### src/rtl/odometer_bf_meas_multi_pkg.sv
// Shared types and defaults for the multi-channel beat-frequency measurement engine.
// The FSM encoding and the channel-index width helper live here.
package odometer_bf_meas_multi_pkg;

   localparam int DEF_NUM_CH     = 4;
   localparam int DEF_CNT_W      = 12;
   localparam int DEF_DZ_CYC     = 8;
   localparam int DEF_SETTLE_CYC = 16;

   typedef enum logic [2:0] {
      ST_IDLE   = 3'd0,
      ST_SELECT = 3'd1,
      ST_SETTLE = 3'd2,
      ST_ARM    = 3'd3,
      ST_COUNT  = 3'd4,
      ST_STORE  = 3'd5,
      ST_DONE   = 3'd6
   } state_e;

   // A single channel still needs a 1-bit index.
   function automatic int idx_w(input int n);
      return (n > 1) ? $clog2(n) : 1;
   endfunction

endpackage

### src/rtl/odometer_bf_meas_multi_if.sv
// Control/result bundle of the beat-frequency engine. The master side drives
// trigger, mask and the stressed oscillators; the slave side is the engine.
interface odometer_bf_meas_multi_if
   import odometer_bf_meas_multi_pkg::*;
#(
   parameter int NUM_CH = DEF_NUM_CH,
   parameter int CNT_W  = DEF_CNT_W
) ();

   logic                    MEAS_TRIG;
   logic [NUM_CH-1:0]       CH_EN;
   logic [NUM_CH-1:0]       ROSC_STRESS;
   logic                    MEAS_STRESS;
   logic                    BUSY;
   logic [NUM_CH-1:0]       EN_ROSC;
   logic                    MEAS_DONE;
   logic [NUM_CH*CNT_W-1:0] BF_COUNT;
   logic [NUM_CH-1:0]       BF_VALID;
   logic [NUM_CH-1:0]       BF_OVF;

   modport master (
      output MEAS_TRIG, CH_EN, ROSC_STRESS,
      input  MEAS_STRESS, BUSY, EN_ROSC, MEAS_DONE, BF_COUNT, BF_VALID, BF_OVF
   );

   modport slave (
      input  MEAS_TRIG, CH_EN, ROSC_STRESS,
      output MEAS_STRESS, BUSY, EN_ROSC, MEAS_DONE, BF_COUNT, BF_VALID, BF_OVF
   );

endinterface

### src/rtl/odometer_bf_meas_multi_pc_filter.sv
// Phase-compare front end: 2-flop synchroniser, high-run counter and the
// deadzone-qualified falling-edge pulse. clr_i flushes everything synchronously.
module odometer_bf_meas_multi_pc_filter
   import odometer_bf_meas_multi_pkg::*;
#(
   parameter int DZ_CYC = DEF_DZ_CYC
) (
   input  logic clk_i,
   input  logic rst_ni,
   input  logic clr_i,
   input  logic raw_i,
   output logic edge_o
);

   localparam int              HI_W   = $clog2(DZ_CYC + 1);
   localparam logic [HI_W-1:0] HI_SAT = HI_W'(DZ_CYC);

   logic            sync_q, sync_d;
   logic            pc_q, pc_d;
   logic [HI_W-1:0] hi_cnt_q, hi_cnt_d;

   // hi_cnt_q holds the run of ones ending on the previous pc sample.
   always_comb begin
      sync_d   = raw_i;
      pc_d     = sync_q;
      hi_cnt_d = '0;
      if (pc_q) begin
         hi_cnt_d = (hi_cnt_q == HI_SAT) ? hi_cnt_q : hi_cnt_q + 1'b1;
      end
      if (clr_i) begin
         sync_d   = 1'b0;
         pc_d     = 1'b0;
         hi_cnt_d = '0;
      end
   end

   always_ff @(posedge clk_i or negedge rst_ni) begin
      if (!rst_ni) begin
         sync_q   <= 1'b0;
         pc_q     <= 1'b0;
         hi_cnt_q <= '0;
      end else begin
         sync_q   <= sync_d;
         pc_q     <= pc_d;
         hi_cnt_q <= hi_cnt_d;
      end
   end

   assign edge_o = !clr_i && !pc_q && (hi_cnt_q == HI_SAT);

endmodule

### src/rtl/odometer_bf_meas_multi.sv
// Multi-channel beat-frequency sweep: on a trigger, each enabled stressed ROSC
// is enabled, settled, phase-compared against ROSC_REF and one beat period counted.
module odometer_bf_meas_multi
   import odometer_bf_meas_multi_pkg::*;
#(
   parameter int NUM_CH     = DEF_NUM_CH,
   parameter int CNT_W      = DEF_CNT_W,
   parameter int DZ_CYC     = DEF_DZ_CYC,
   parameter int SETTLE_CYC = DEF_SETTLE_CYC
) (
   input  logic                    ROSC_REF,
   input  logic                    RESETB,
   odometer_bf_meas_multi_if.slave meas_if
);

   localparam int               CH_IDX_W    = idx_w(NUM_CH);
   localparam logic [CNT_W-1:0] CNT_MAX     = '1;
   localparam logic [CNT_W-1:0] TMO_LAST    = CNT_MAX - 1'b1;
   localparam logic [CNT_W-1:0] SETTLE_LAST = CNT_W'(SETTLE_CYC - 1);

   state_e                  state_q, state_d;
   logic                    trig_q;
   logic                    trig_rise;
   logic [NUM_CH-1:0]       pend_q, pend_d;
   logic [CH_IDX_W-1:0]     ch_q, ch_d;
   logic [CNT_W-1:0]        beat_q, beat_d;
   logic                    ovf_flag_q, ovf_flag_d;
   logic [NUM_CH*CNT_W-1:0] count_q, count_d;
   logic [NUM_CH-1:0]       valid_q, valid_d;
   logic [NUM_CH-1:0]       ovf_q, ovf_d;
   logic                    sel_found;
   logic [CH_IDX_W-1:0]     sel_idx;
   logic                    pc_clr;
   logic                    pc_raw;
   logic                    pc_edge;

   assign trig_rise = meas_if.MEAS_TRIG & ~trig_q;
   assign pc_clr    = !(state_q inside {ST_ARM, ST_COUNT});
   assign pc_raw    = meas_if.ROSC_STRESS[ch_q];

   // One filter serves every channel; it is flushed whenever the channel changes.
   odometer_bf_meas_multi_pc_filter #(
      .DZ_CYC (DZ_CYC)
   ) u_pc_filter (
      .clk_i  (ROSC_REF),
      .rst_ni (RESETB),
      .clr_i  (pc_clr),
      .raw_i  (pc_raw),
      .edge_o (pc_edge)
   );

   // Lowest pending channel wins.
   always_comb begin
      sel_found = 1'b0;
      sel_idx   = '0;
      for (int k = NUM_CH - 1; k >= 0; k--) begin
         if (pend_q[k]) begin
            sel_found = 1'b1;
            sel_idx   = CH_IDX_W'(k);
         end
      end
   end

   always_ff @(posedge ROSC_REF or negedge RESETB) begin
      if (!RESETB) begin
         state_q <= ST_IDLE;
      end else begin
         state_q <= state_d;
      end
   end

   always_comb begin
      state_d = state_q;
      case (state_q)
         ST_IDLE:   if (trig_rise) state_d = ST_SELECT;
         ST_SELECT: state_d = sel_found ? ST_SETTLE : ST_DONE;
         ST_SETTLE: if (beat_q == SETTLE_LAST) state_d = ST_ARM;
         ST_ARM: begin
            if (pc_edge)                state_d = ST_COUNT;
            else if (beat_q == TMO_LAST) state_d = ST_STORE;
         end
         ST_COUNT:  if (pc_edge || beat_q == CNT_MAX) state_d = ST_STORE;
         ST_STORE:  state_d = ST_SELECT;
         ST_DONE:   state_d = ST_IDLE;
         default:   state_d = ST_IDLE;
      endcase
   end

   // beat_q doubles as settle timer, arm timeout and beat counter.
   always_comb begin
      pend_d     = pend_q;
      ch_d       = ch_q;
      beat_d     = beat_q;
      ovf_flag_d = ovf_flag_q;
      count_d    = count_q;
      valid_d    = valid_q;
      ovf_d      = ovf_q;
      case (state_q)
         ST_IDLE: begin
            if (trig_rise) begin
               pend_d  = meas_if.CH_EN;
               count_d = '0;
               valid_d = '0;
               ovf_d   = '0;
            end
         end
         ST_SELECT: begin
            if (sel_found) begin
               ch_d       = sel_idx;
               beat_d     = '0;
               ovf_flag_d = 1'b0;
            end
         end
         ST_SETTLE: begin
            beat_d = (beat_q == SETTLE_LAST) ? '0 : beat_q + 1'b1;
         end
         ST_ARM: begin
            if (pc_edge) begin
               beat_d = '0;
            end else if (beat_q == TMO_LAST) begin
               beat_d     = CNT_MAX;
               ovf_flag_d = 1'b1;
            end else begin
               beat_d = beat_q + 1'b1;
            end
         end
         ST_COUNT: begin
            // An edge on the terminal cycle is a real measurement, held at all-ones.
            if (pc_edge) begin
               if (beat_q != CNT_MAX) beat_d = beat_q + 1'b1;
            end else if (beat_q == CNT_MAX) begin
               ovf_flag_d = 1'b1;
            end else begin
               beat_d = beat_q + 1'b1;
            end
         end
         ST_STORE: begin
            count_d[ch_q*CNT_W +: CNT_W] = beat_q;
            valid_d[ch_q]                = 1'b1;
            ovf_d[ch_q]                  = ovf_flag_q;
            pend_d[ch_q]                 = 1'b0;
         end
         default: ;
      endcase
   end

   always_ff @(posedge ROSC_REF or negedge RESETB) begin
      if (!RESETB) begin
         trig_q     <= 1'b0;
         pend_q     <= '0;
         ch_q       <= '0;
         beat_q     <= '0;
         ovf_flag_q <= 1'b0;
         count_q    <= '0;
         valid_q    <= '0;
         ovf_q      <= '0;
      end else begin
         trig_q     <= meas_if.MEAS_TRIG;
         pend_q     <= pend_d;
         ch_q       <= ch_d;
         beat_q     <= beat_d;
         ovf_flag_q <= ovf_flag_d;
         count_q    <= count_d;
         valid_q    <= valid_d;
         ovf_q      <= ovf_d;
      end
   end

   always_comb begin
      meas_if.BUSY        = (state_q != ST_IDLE);
      meas_if.MEAS_STRESS = !(state_q inside {ST_IDLE, ST_DONE});
      meas_if.MEAS_DONE   = (state_q == ST_DONE);
      meas_if.EN_ROSC     = '0;
      if (state_q inside {ST_SETTLE, ST_ARM, ST_COUNT}) begin
         meas_if.EN_ROSC = NUM_CH'(1) << ch_q;
      end
   end

   assign meas_if.BF_COUNT = count_q;
   assign meas_if.BF_VALID = valid_q;
   assign meas_if.BF_OVF   = ovf_q;

endmodule

### src/flat_wrapper.sv
// flat-port wrapper written by rule: the top's interface ports become plain ports
module odometer_bf_meas_multi_flat import odometer_bf_meas_multi_pkg::*;
#(
   parameter int NUM_CH     = DEF_NUM_CH,
   parameter int CNT_W      = DEF_CNT_W,
   parameter int DZ_CYC     = DEF_DZ_CYC,
   parameter int SETTLE_CYC = DEF_SETTLE_CYC
)
  (ROSC_REF, RESETB, meas_if_MEAS_TRIG, meas_if_CH_EN, meas_if_ROSC_STRESS, meas_if_MEAS_STRESS, meas_if_BUSY, meas_if_EN_ROSC, meas_if_MEAS_DONE, meas_if_BF_COUNT, meas_if_BF_VALID, meas_if_BF_OVF);
  odometer_bf_meas_multi_if #(.NUM_CH(NUM_CH), .CNT_W(CNT_W)) meas_if_i ();
  input  logic ROSC_REF;
  input  logic RESETB;
  input wire logic [$bits(meas_if_i.MEAS_TRIG)-1:0] meas_if_MEAS_TRIG;
  input wire logic [$bits(meas_if_i.CH_EN)-1:0] meas_if_CH_EN;
  input wire logic [$bits(meas_if_i.ROSC_STRESS)-1:0] meas_if_ROSC_STRESS;
  output wire logic [$bits(meas_if_i.MEAS_STRESS)-1:0] meas_if_MEAS_STRESS;
  output wire logic [$bits(meas_if_i.BUSY)-1:0] meas_if_BUSY;
  output wire logic [$bits(meas_if_i.EN_ROSC)-1:0] meas_if_EN_ROSC;
  output wire logic [$bits(meas_if_i.MEAS_DONE)-1:0] meas_if_MEAS_DONE;
  output wire logic [$bits(meas_if_i.BF_COUNT)-1:0] meas_if_BF_COUNT;
  output wire logic [$bits(meas_if_i.BF_VALID)-1:0] meas_if_BF_VALID;
  output wire logic [$bits(meas_if_i.BF_OVF)-1:0] meas_if_BF_OVF;
  assign meas_if_i.MEAS_TRIG = meas_if_MEAS_TRIG;
  assign meas_if_i.CH_EN = meas_if_CH_EN;
  assign meas_if_i.ROSC_STRESS = meas_if_ROSC_STRESS;
  assign meas_if_MEAS_STRESS = meas_if_i.MEAS_STRESS;
  assign meas_if_BUSY = meas_if_i.BUSY;
  assign meas_if_EN_ROSC = meas_if_i.EN_ROSC;
  assign meas_if_MEAS_DONE = meas_if_i.MEAS_DONE;
  assign meas_if_BF_COUNT = meas_if_i.BF_COUNT;
  assign meas_if_BF_VALID = meas_if_i.BF_VALID;
  assign meas_if_BF_OVF = meas_if_i.BF_OVF;
  odometer_bf_meas_multi #(.NUM_CH(NUM_CH), .CNT_W(CNT_W), .DZ_CYC(DZ_CYC), .SETTLE_CYC(SETTLE_CYC)) u_core (.ROSC_REF(ROSC_REF), .RESETB(RESETB), .meas_if(meas_if_i));
endmodule
### config.mk
export PLATFORM = sky130hd
export DESIGN_NAME = odometer_bf_meas_multi_flat
export DESIGN_NICKNAME = d
export VERILOG_FILES = /design/src/rtl/odometer_bf_meas_multi_pkg.sv /design/src/rtl/odometer_bf_meas_multi_if.sv /design/src/rtl/odometer_bf_meas_multi_pc_filter.sv /design/src/rtl/odometer_bf_meas_multi.sv /design/src/flat_wrapper.sv
export SDC_FILE = /design/constraint.sdc
export NUM_CORES = 1
export LEC_CHECK = 0
export BUFFER_PORTS_ARGS = -buffer_cell sky130_fd_sc_hd__buf_2
export CORE_ASPECT_RATIO = 0.8
export CORE_MARGIN = 8
export CORE_UTILIZATION = 45
export CTS_CLUSTER_SIZE = 16
export DETAILED_ROUTE_END_ITERATION = 8
export GPL_ROUTABILITY_DRIVEN = 0
export GPL_TIMING_DRIVEN = 0
export HOLD_SLACK_MARGIN = 0.05
export PLACE_DENSITY = 0.66
export SLEW_MARGIN = 15
export SYNTH_ARGS = -nofsm -noshare
export SYNTH_HDL_FRONTEND = slang
export SYNTH_HIERARCHICAL = 1
export SYNTH_SLANG_ARGS = --single-unit
### constraint.sdc
create_clock -name ROSC_REF -period 2.96 [get_ports ROSC_REF]
set_input_delay 0.444 -clock ROSC_REF [delete_from_list [all_inputs] [get_ports ROSC_REF]]
set_output_delay 0.444 -clock ROSC_REF [all_outputs]
set_load 0.01 [all_outputs]
==> results.yml, run 1 <==
run_status:
  status: "completed"
power_and_ir_drop:
  power.internal_mw: 2.71
  leakage_nw: 2.57
  pwr_density_cell_nw_per_um2: 845
  comb_power_share_pct: 43.2
  switching_share_pct: 39.8
  p_clk_share_pct: 23.9
  p_seq_share_pct: 33.0
  power.switching_mw: 1.79
  p_total_mw: 4.50
  ir_worst_vdd_v: 0.000403
clock_tree:
  cts_buffer_depth: 2
  clk_pin_slew_worst_paths_ns: 0.06
  cts.sinks: 85
  cts_setup_buffers: 0
  cts_tree: "built"
  cts_root_buf: "clkbuf_16"
  cts-buffers-inserted: 9
  htreeDepth: 3
  clkLatencyLatePin_ns: 0.33
logic_synthesis:
  synth-edff-count: 0
  ys.flop_type: "dfrtp_1"
  ys_seq_area_share_pct: 47.7
  synthCells: 440
  synth_area_sq_um: 4460
  yosys_warnings: 6
  synth_fp_nets: 460
  synth.distinct_cells: 70
  syn_area_per_cell_sq_um: 10.1
  async_flop_share_pct: 100
  yosys_register_bits: 85
detailed_routing:
  via_per_inst: 5.94
  remaining_drc_errors: 0
  vias: 3946
  firstDrtPassIters: 4
  drtIter0Drc: 397
  wl_per_cell_um: 19.1
  ant_nets: 0
  wl_mm: 12.7
global_routing:
  gr-total-overflow: 0
  grt_usage_pct: 19.4
  antenna_found_initial: 0
  grt_pass1_wl_mm: 20.6
  grt_pass1_vias: 3718
  grt_max_degree: 48
timing:
  skew_ns: 0.00490
  setup_viol: 0
  finalHoldViolCount: 0
  tightest_slew_ns: 0.649
  slew_viol_final: 0
  maxSlewHeadroom_pct: 56.8
  fmaxAchievable_mhz: 356
  timing.final.crit_share_pct: 94.8
  period_minus_slack_ns: 2.81
worst_setup_path:
  worstReg2RegEnd: "u_core/beat_q[7]$_DFFE_PN0P_"
  r2r_cells: 9
  arrival_ns: 3.01
  worst_setup_path_start_kind: "register"
  critPathSlowestCell: "dfrtp_1"
  cp.buffers_inverters: 1
  worstPathRequired_ns: 3.17
  path_cells: "nor3b_4, a21oi_1, nor3_2, and4bb_1, nor2_1, and2_4, buf_12, o21ai_2, a221o_1"
  regToRegStartpoint: "u_core/state_q[1]$_DFFE_PN0P_"
  cp_slowest_stage_delay_ns: 0.45
  crit_path_max_fanout: 10
  endpoint_kind: "register"
  criticalPathCategory: "register to register"
  crit_path_start: "u_core/state_q[1]$_DFFE_PN0P_"
  reg2reg_slack_ns: 0.15
  critical-path-top-delay-family: "simple AND/OR/NAND/NOR gates"
cells_and_area:
  layout-drive-gt1-share_pct: 27.3
  fill_cells: 847
  postLayoutCoreUtil_pct: 55.1
  diodes: 0
  area_growth_pct: 19.4
  layout.nets: 544
floorplanning:
  die_h_um: 105
  die_area_sq_um: 13400
  die_x_um: 127
  core_region_area_sq_um: 9650
  initial_utilization_pct: 46.2
  rows: 32
  ios: 74
hold_path:
  hold_path.class: "input port to async pin"
place:
  dp_hpwl_mm: 9.43
  port_buffers: 73
run:
  drv_cap: 0
-- worst max-delay path by stage --
stage	endpoint	slack (ns)	cells after the start
2_1_floorplan	u_core/beat_q[7]$_DFFE_PN0P_	0.43	9
3_3_place_gp	u_core/beat_q[7]$_DFFE_PN0P_	-0.14	9
3_5_place_dp	u_core/beat_q[7]$_DFFE_PN0P_	-0.17	9
4_1_cts	u_core/meas_if.BF_COUNT[30]$_DFFE_PN0P_	0.09	10
5_1_grt	u_core/meas_if.BF_COUNT[27]$_DFFE_PN0P_	-0.00003	11
6_report	u_core/beat_q[7]$_DFFE_PN0P_	0.15	9
-- what timing repair did --
| item | 4_1_cts | 5_1_grt |
|---|---|---|
| setup endpoints to repair | 8 | 24 |
| endpoints found under the hold margin | 0 | 0 |
| hold buffers | 0 | 0 |
| pin swaps | 0 | 1 |
| gates resized for setup | 3 | 5 |
-- layer usage --
layer  global-route usage [%]  vias to the layer above  wire length, um
li1                         -                     1776                -
met1                     28.0                     1952             5880
met4                     5.34                        0              200
met2                     27.9                      197             5460
met5                        0                        -                0
met3                     5.13                       21             1150
-- flip-flops by register name, indices dropped and copies added, names as in the netlist, 2 cells and up --
name                         count
u_core/pend_q                    4
u_core/meas_if.BF_COUNT         48
u_core/ch_q                      2
u_core/state_q                   3
u_core/u_pc_filter/hi_cnt_q      4
u_core/beat_q                   12
u_core/meas_if.BF_VALID          4
u_core/meas_if.BF_OVF            4
-- cell type report --
cell class                      count  area [sq um]  share of cell area (%)
Sequential cell                    85          2130                    40.0
Multi-Input combinational cell    311          2100                    39.5
Timing Repair Buffer               74           395                    7.43
Clock buffer                       10           229                    4.30
Buffer                             35           216                    4.07
Tap cell                          136           170                    3.20
Clock inverter                      5          52.6                   0.988
Inverter                            8          30.0                   0.564
-- power by group through the flow --
stage | Combinational (mW) | Sequential (mW) | Clock (mW)
after floorplan | 1.31 | 1.51 | 0
after global placement | 1.85 | 1.49 | 0
after detailed placement | 1.89 | 1.49 | 0
after CTS | 1.90 | 1.48 | 1.11
after global routing | 2.12 | 1.51 | 1.15
final | 1.94 | 1.48 | 1.07
-- layout by cell type (no fill, tap or decap), types with 4 or more instances in the layout --
cell,count
a21oi_1,24
a22o_1,26
a22oi_1,16
a31oi_1,6
a32o_1,8
and3_1,8
buf_2,88
buf_4,5
buf_6,4
clkbuf_1,6
clkbuf_16,9
dfrtp_1,85
ha_1,8
inv_1,7
mux2i_1,7
nand2_1,41
nand3_1,13
nor2_1,38
nor2b_1,9
nor3_1,7
o21ai_0,18
o21ai_1,12
o22a_1,5
-- cell usage after synthesis, drive strengths merged (4+ instances only) --
master,instances,share of area [%]
dfrtp,85,48
nand2,41,3.5
nor2,40,3.4
o21ai,31,3.6
buf,27,4.1
a21oi,26,3.0
a22o,26,5.1
a22oi,16,2.7
nand3,13,1.5
clkbuf,9,0.79
ha,9,2.5
nor2b,9,1.3
nor3,9,1.1
a32o,8,1.8
and3,8,1.1
inv,8,0.67
a31oi,7,1.1
mux2i,7,1.6
o22a,5,0.98
nand3b,4,0.95
-- through the flow --
| step | setup WS [ns] | cells | area (sq um) | hold slack, ns | setup TNS (ns) |
|---|---|---|---|---|---|
| detailed placement | -0.171 | 650 | 5020 | 0.450 | -0.296 |
| floorplan | 0.425 | 440 | 4460 | 0.148 | 0 |
| global placement | -0.139 | 649 | 4990 | 0.450 | -0.210 |
| CTS | 0.0945 | 664 | 5310 | 0.0937 | 0 |
| global route | -0.0000258 | 664 | 5320 | 0.117 | -0.0000258 |
| finish | 0.154 | 664 | 5320 | 0.0831 | 0 |
-- logic make-up (layout without fill, tap and decap cells) --
group	after synthesis	count (layout)	synth area share (%)
buffers and inverters	44	132	5.56
adders and majority gates	9	9	2.53
xor gates and xnor gates	3	3	0.590
DFF	85	85	47.7
AOI/OAI and AO/OA	141	141	23.6
and+or+nand+nor	148	148	17.4
muxes	10	10	2.58
No activity file was read; power rests on OpenSTA's default activity.
==> run 2, diff against run 1 <==
PLACE_DENSITY = 0.72   (was 0.66)
==> run 2 against run 1 <==
Maximum frequency is 2.3% lower. Power is 6.0% higher. Die area stayed put. Hold slack worse by 0.0048 ns. Register-to-register slack worse by 0.06 ns. Sequential power hardly changed. Clock skew is 0.0012 ns higher. Non-clock buffer count stayed put. Utilization is 0.69 points higher. Clock power is 20% higher. Worst setup slack worse by 0.065 ns. Largest cell class unchanged.
==> results.yml, run 2 (synthesized netlist as in run 1, its figures left out) <==
run_status:
  status: "completed"
floorplanning:
  core_region_area_sq_um: 9650
  die_h_um: 105
  die_area_sq_um: 13400
  initial_utilization_pct: 46.2
  ios: 74
  rows: 32
  die_x_um: 127
hold_path:
  hold_path.class: "input port to async pin"
worst_setup_path:
  arrival_ns: 3.14
  reg2reg_slack_ns: 0.09
  cp-endpoint: "u_core/meas_if.BF_COUNT[30]$_DFFE_PN0P_"
  cp_slowest_stage_delay_ns: 0.40
  crit_path_start: "u_core/ch_q[0]$_DFFE_PN0P_"
  worst_setup_path_start_kind: "register"
  worstPathRequired_ns: 3.23
  crit_top_cell: "buf_2"
  critPathSlowestCell: "a21oi_1"
  endpoint_kind: "register"
  criticalPathCategory: "register to register"
  worstReg2RegEnd: "u_core/meas_if.BF_COUNT[30]$_DFFE_PN0P_"
  r2r_cells: 10
  regToRegStartpoint: "u_core/ch_q[0]$_DFFE_PN0P_"
  crit_path_max_fanout: 10
  path_cells: "buf_2, buf_2, inv_1, ha_1, buf_2, inv_1, clkbuf_2, nand3_1, a21oi_1, a22o_1"
cells_and_area:
  postLayoutCoreUtil_pct: 55.8
  final_area_sq_um: 5390
  area_growth_pct: 20.9
  fill_cells: 831
  mostFrequentLayoutCells: "88 x buf_2, 85 x dfrtp_1, 41 x nand2_1, 38 x nor2_1, 26 x a22o_1"
  layout.nets: 544
  final_common_cell: "buf_2"
  largest_register_ffs: 48
  layout-drive-gt1-share_pct: 27.2
  diodes: 0
power_and_ir_drop:
  leakage_nw: 2.60
  ir_worst_vdd_v: 0.000419
  pwr_density_cell_nw_per_um2: 885
global_routing:
  grt_pass1_wl_mm: 21.5
  gr-total-overflow: 0
  grt_usage_pct: 20.0
  grt_max_degree: 47
  grt_pass1_vias: 4047
  antenna_found_initial: 0
clock_tree:
  cts-buffers-inserted: 9
  clkLatencyLatePin_ns: 0.34
  cts.hold.buffers_added: 0
  htreeDepth: 3
  cts_root_buf: "clkbuf_16"
  cts_buffer_depth: 2
  cts.sinks: 85
  cts_tree: "built"
  cts_setup_buffers: 0
  clk_pin_slew_worst_paths_ns: 0.06
place:
  dp_hpwl_mm: 9.51
  port_buffers: 73
  dpl-instance-area_sq_um: 5020
  dp_slack_ns: -0.125
timing:
  tightest_slew_ns: 0.712
  slew_viol_final: 0
  finalHoldViolCount: 0
  fmaxAchievable_mhz: 348
  setup_viol: 0
  skew_ns: 0.00606
  final.setup.tns_ns: 0
  maxSlewHeadroom_pct: 52.5
  holdWs_ns: 0.0783
  rsz0062_at_grt: "true"
  setup_slack_ns: 0.0896
  period_minus_slack_ns: 2.87
  timing.final.crit_share_pct: 97.0
detailed_routing:
  vias: 4019
  remaining_drc_errors: 0
  wl_mm: 13.2
  drtIter0Drc: 540
  wl_per_cell_um: 19.9
  ant_nets: 0
  via_per_inst: 6.04
  firstDrtPassIters: 5
run:
  drv_cap: 0
run 2: per-layer routing:
layer	vias up	part of all wire (%)	GRT usage (%)
li1	1780	-	-
met5	-	0	0
met3	20	9.2	5.64
met2	219	45	30.6
met4	0	1.3	5.00
met1	2000	45	27.3
run 2: what timing repair did:
| action | in CTS | in global routing |
|---|---|---|
| resized for setup | 2 | 7 |
| pin swaps | 0 | 1 |
| setup endpoints to repair | 5 | 35 |
run 2: critical path: cells and delay by family (launching register included):
kind	cells	cell delay, ns
buf+inv	6	1.37
compound gates	2	0.60
flops	1	0.39
fa+ha+maj	1	0.32
simple gates	1	0.11
run 2: power by group:
part / switching (mW) / total [mW] / leakage [nW] / internal (mW)
Sequential: 0.147 / 1.48 / 1.16 / 1.34
Combinational: 1.27 / 2.00 / 1.27 / 0.729
Clock: 0.459 / 1.28 / 0.163 / 0.825
Total: 1.88 / 4.77 / 2.60 / 2.89
run 2: final cells by class:
| type | count | area [sq um] | share of cell area, % |
|---|---|---|---|
| Sequential cell | 85 | 2130 | 39.5 |
| Multi-Input combinational cell | 311 | 2110 | 39.1 |
| Timing Repair Buffer | 74 | 395 | 7.34 |
| Clock buffer | 10 | 229 | 4.25 |
| Buffer | 35 | 216 | 4.02 |
| Tap cell | 136 | 170 | 3.16 |
| Clock inverter | 6 | 111 | 2.07 |
| Inverter | 8 | 30.0 | 0.557 |
run 2: worst min path at each step:
stage | start | endpoint | slack, ns | cells after the start
6_report | RESETB | u_core/u_pc_filter/hi_cnt_q[3]$_DFFE_PN0P_ | 0.08 | 1
5_1_grt | RESETB | u_core/u_pc_filter/hi_cnt_q[3]$_DFFE_PN0P_ | 0.12 | 1
4_1_cts | RESETB | u_core/u_pc_filter/hi_cnt_q[3]$_DFFE_PN0P_ | 0.1 | 1
3_5_place_dp | u_core/u_pc_filter/sync_q$_DFF_PN0_ | u_core/u_pc_filter/pc_q$_DFF_PN0_ | 0.45 | 1
3_3_place_gp | u_core/meas_if.BF_COUNT[25]$_DFFE_PN0P_ | u_core/meas_if.BF_COUNT[25]$_DFFE_PN0P_ | 0.45 | 2
2_1_floorplan | RESETB | u_core/beat_q[0]$_DFFE_PN0P_ | 0.15 | 0
run 2: stage by stage:
stage | instances | power (mW)
finish | 665 | 4.77
global route | 665 | 5.00
CTS | 665 | 4.70
detailed placement | 650 | 3.40
global placement | 649 | 3.33
floorplan | 440 | 2.82
==> run 3, diff against run 2 <==
BUFFER_PORTS_ARGS = unset   (was -buffer_cell sky130_fd_sc_hd__buf_2)
DONT_BUFFER_PORTS = 1   (was unset)
PLACE_DENSITY = 0.66   (was 0.72)
==> run 3 against run 2 <==
Final area fell by 7.3%. Die area did not move. Combinational power fell by 9.5%. Sequential power rose by 5%.
==> results.yml, run 3 (synthesized netlist as in run 1, its figures left out) <==
worst_setup_path:
  arrival_ns: 2.38
  criticalPathCategory: "register to output pin"
  r2r_cells: 9
  critical-path-top-delay-family: "buffers and inverters"
  critPathSlowestCell: "dfrtp_1"
  path_cells: "buf_2, clkbuf_4, inv_1, ha_1, clkbuf_2, clkbuf_4, nor2b_1"
  cp.buffers_inverters: 5
  worstPathRequired_ns: 2.52
  cp.depth: 7
  cp_slowest_stage_delay_ns: 0.40
  crit_top_cell: "clkbuf_4"
  worst_setup_path_start_kind: "register"
  endpoint_kind: "output pin"
  crit_path_max_fanout: 10
global_routing:
  grt_use_met1_pct: 27.3
  grt_pass1_vias: 3648
  grt_max_degree: 86
  grt_pass1_wl_mm: 20.9
  grt_most_used_layer: "met2"
  use_met3_pct: 7.92
  antenna_found_initial: 0
  gr-total-overflow: 0
  grt_usage_pct: 19.9
  grt.met2_usage_pct: 28.2
floorplanning:
  rows: 32
  initial_utilization_pct: 46.2
  ios: 74
  die_x_um: 127
  core_region_area_sq_um: 9650
  die_area_sq_um: 13400
  die_h_um: 105
power_and_ir_drop:
  p_clk_share_pct: 25.5
  power.switching_mw: 1.87
  power.internal_mw: 2.64
  switching_share_pct: 41.5
  ir_worst_vdd_v: 0.000384
  comb_power_share_pct: 40.0
  pwr_density_cell_nw_per_um2: 904
  leakage_nw: 2.21
  p_seq_share_pct: 34.5
cells_and_area:
  layout-drive-gt1-share_pct: 15.7
  area_growth_pct: 12.1
  postLayoutCoreUtil_pct: 51.8
  final_cells: 594
  fill_cells: 864
  final_common_cell: "dfrtp_1"
  seq_area_sq_um: 2130
  layout.nets: 473
  multiInputGateArea_sq_um: 2100
  diodes: 0
  mostFrequentLayoutCells: "85 x dfrtp_1, 41 x nand2_1, 38 x nor2_1, 26 x a22o_1, 25 x a21oi_1"
  largest_register_ffs: 48
run:
  drv_cap: 0
timing:
  skew_ns: 0.00662
  finalHoldViolCount: 0
  maxSlewHeadroom_pct: 55.6
  period_minus_slack_ns: 2.83
  setup_viol: 0
  tightest_slew_ns: 0.664
  fmaxAchievable_mhz: 354
  rsz0062_at_grt: "true"
  slew_viol_final: 0
  timing.final.crit_share_pct: 95.5
detailed_routing:
  firstDrtPassIters: 5
  ant_nets: 0
  vias: 3740
  via_per_inst: 6.30
  wl_per_cell_um: 22.0
  remaining_drc_errors: 0
  wl_mm: 13.1
  drtIter0Drc: 474
clock_tree:
  cts_buffer_depth: 2
  htreeDepth: 3
  cts-buffers-inserted: 9
  clkLatencyLatePin_ns: 0.34
  cts_tree: "built"
  cts.sinks: 85
  cts_setup_buffers: 0
  cts_root_buf: "clkbuf_16"
  clk_pin_slew_worst_paths_ns: 0.06
place:
  port_buffers: 0
  dp.cells: 576
  dp_hpwl_mm: 9.20
hold_path:
  hold_path.class: "input port to register"
  holdPathStages: 0
run_status:
  status: "completed"
==> run 3: worst register-to-register path, delay by kind of cell, from the launching register on <==
| family | cells | cell delay (ns) |
|---|---|---|
| compound gates | 3 | 0.61 |
| buf+inv | 1 | 0.13 |
| flops | 1 | 0.46 |
| simple gates | 5 | 1.49 |
==> run 3: worst paths after layout <==
kind | from | to | slack (ns)
min in group asynchronous | RESETB | u_core/meas_if.BF_COUNT[1]$_DFFE_PN0P_ | 0.70
max in group asynchronous | RESETB | u_core/u_pc_filter/hi_cnt_q[0]$_DFFE_PN0P_ | 1.87
setup / recovery | u_core/ch_q[0]$_DFFE_PN0P_ | meas_if_EN_ROSC[0] | 0.13
hold reg to reg | u_core/u_pc_filter/sync_q$_DFF_PN0_ | u_core/u_pc_filter/pc_q$_DFF_PN0_ | 0.48
hold / removal | meas_if_MEAS_TRIG | u_core/trig_q$_DFF_PN0_ | 0.13
setup reg to reg | u_core/state_q[1]$_DFFE_PN0P_ | u_core/beat_q[7]$_DFFE_PN0P_ | 0.15
==> run 3: cell type report <==
type / count / share of cell area, %
clock buffers: 9 / 4.51
inverters: 8 / 0.601
repair buffers: 2 / 0.751
clock inverters: 7 / 1.58
plain buffers: 36 / 4.53
well taps: 136 / 3.41
multi-input cells: 311 / 42.0
flip-flops and latches: 85 / 42.6
==> run 3: per-stage QoR <==
| step | setup TNS [ns] | setup slack (ns) | cell area (sq um) | total power, mW | hold WS, ns |
|---|---|---|---|---|---|
| 2_1_floorplan | 0 | 0.425 | 4460 | 2.82 | 0.148 |
| 3_3_place_gp | -0.215 | -0.131 | 4630 | 3.22 | 0.152 |
| 3_5_place_dp | -0.405 | -0.182 | 4630 | 3.27 | 0.152 |
| 4_1_cts | 0 | 0.0147 | 4970 | 4.47 | 0.118 |
| 5_1_grt | -0.00532 | -0.00532 | 5000 | 4.76 | 0.116 |
| 6_report | 0 | 0.133 | 5000 | 4.52 | 0.128 |
==> run 3: metal layers <==
layer,share of wire (%),up-vias,routed length (um)
li1,-,1635,-
met1,44,1902,5780
met2,43,183,5610
met3,11,20,1470
met4,1.5,0,195
met5,0,-,0
==> run 3: repair_timing <==
item,4_1_cts,5_1_grt
hold buffers,2,0
pin swaps,0,1
endpoints found under the hold margin,85,0
endpoints found under the setup margin,8,36
resized for setup,3,8
==> run 3: power groups by stage <==
stage / clock [mW] / combinational, mW / sequential [mW]
floorplan: 0 / 1.31 / 1.51
global placement: 0 / 1.66 / 1.56
detailed placement: 0 / 1.71 / 1.57
CTS: 1.18 / 1.75 / 1.55
global route: 1.22 / 1.96 / 1.58
finish: 1.15 / 1.81 / 1.56
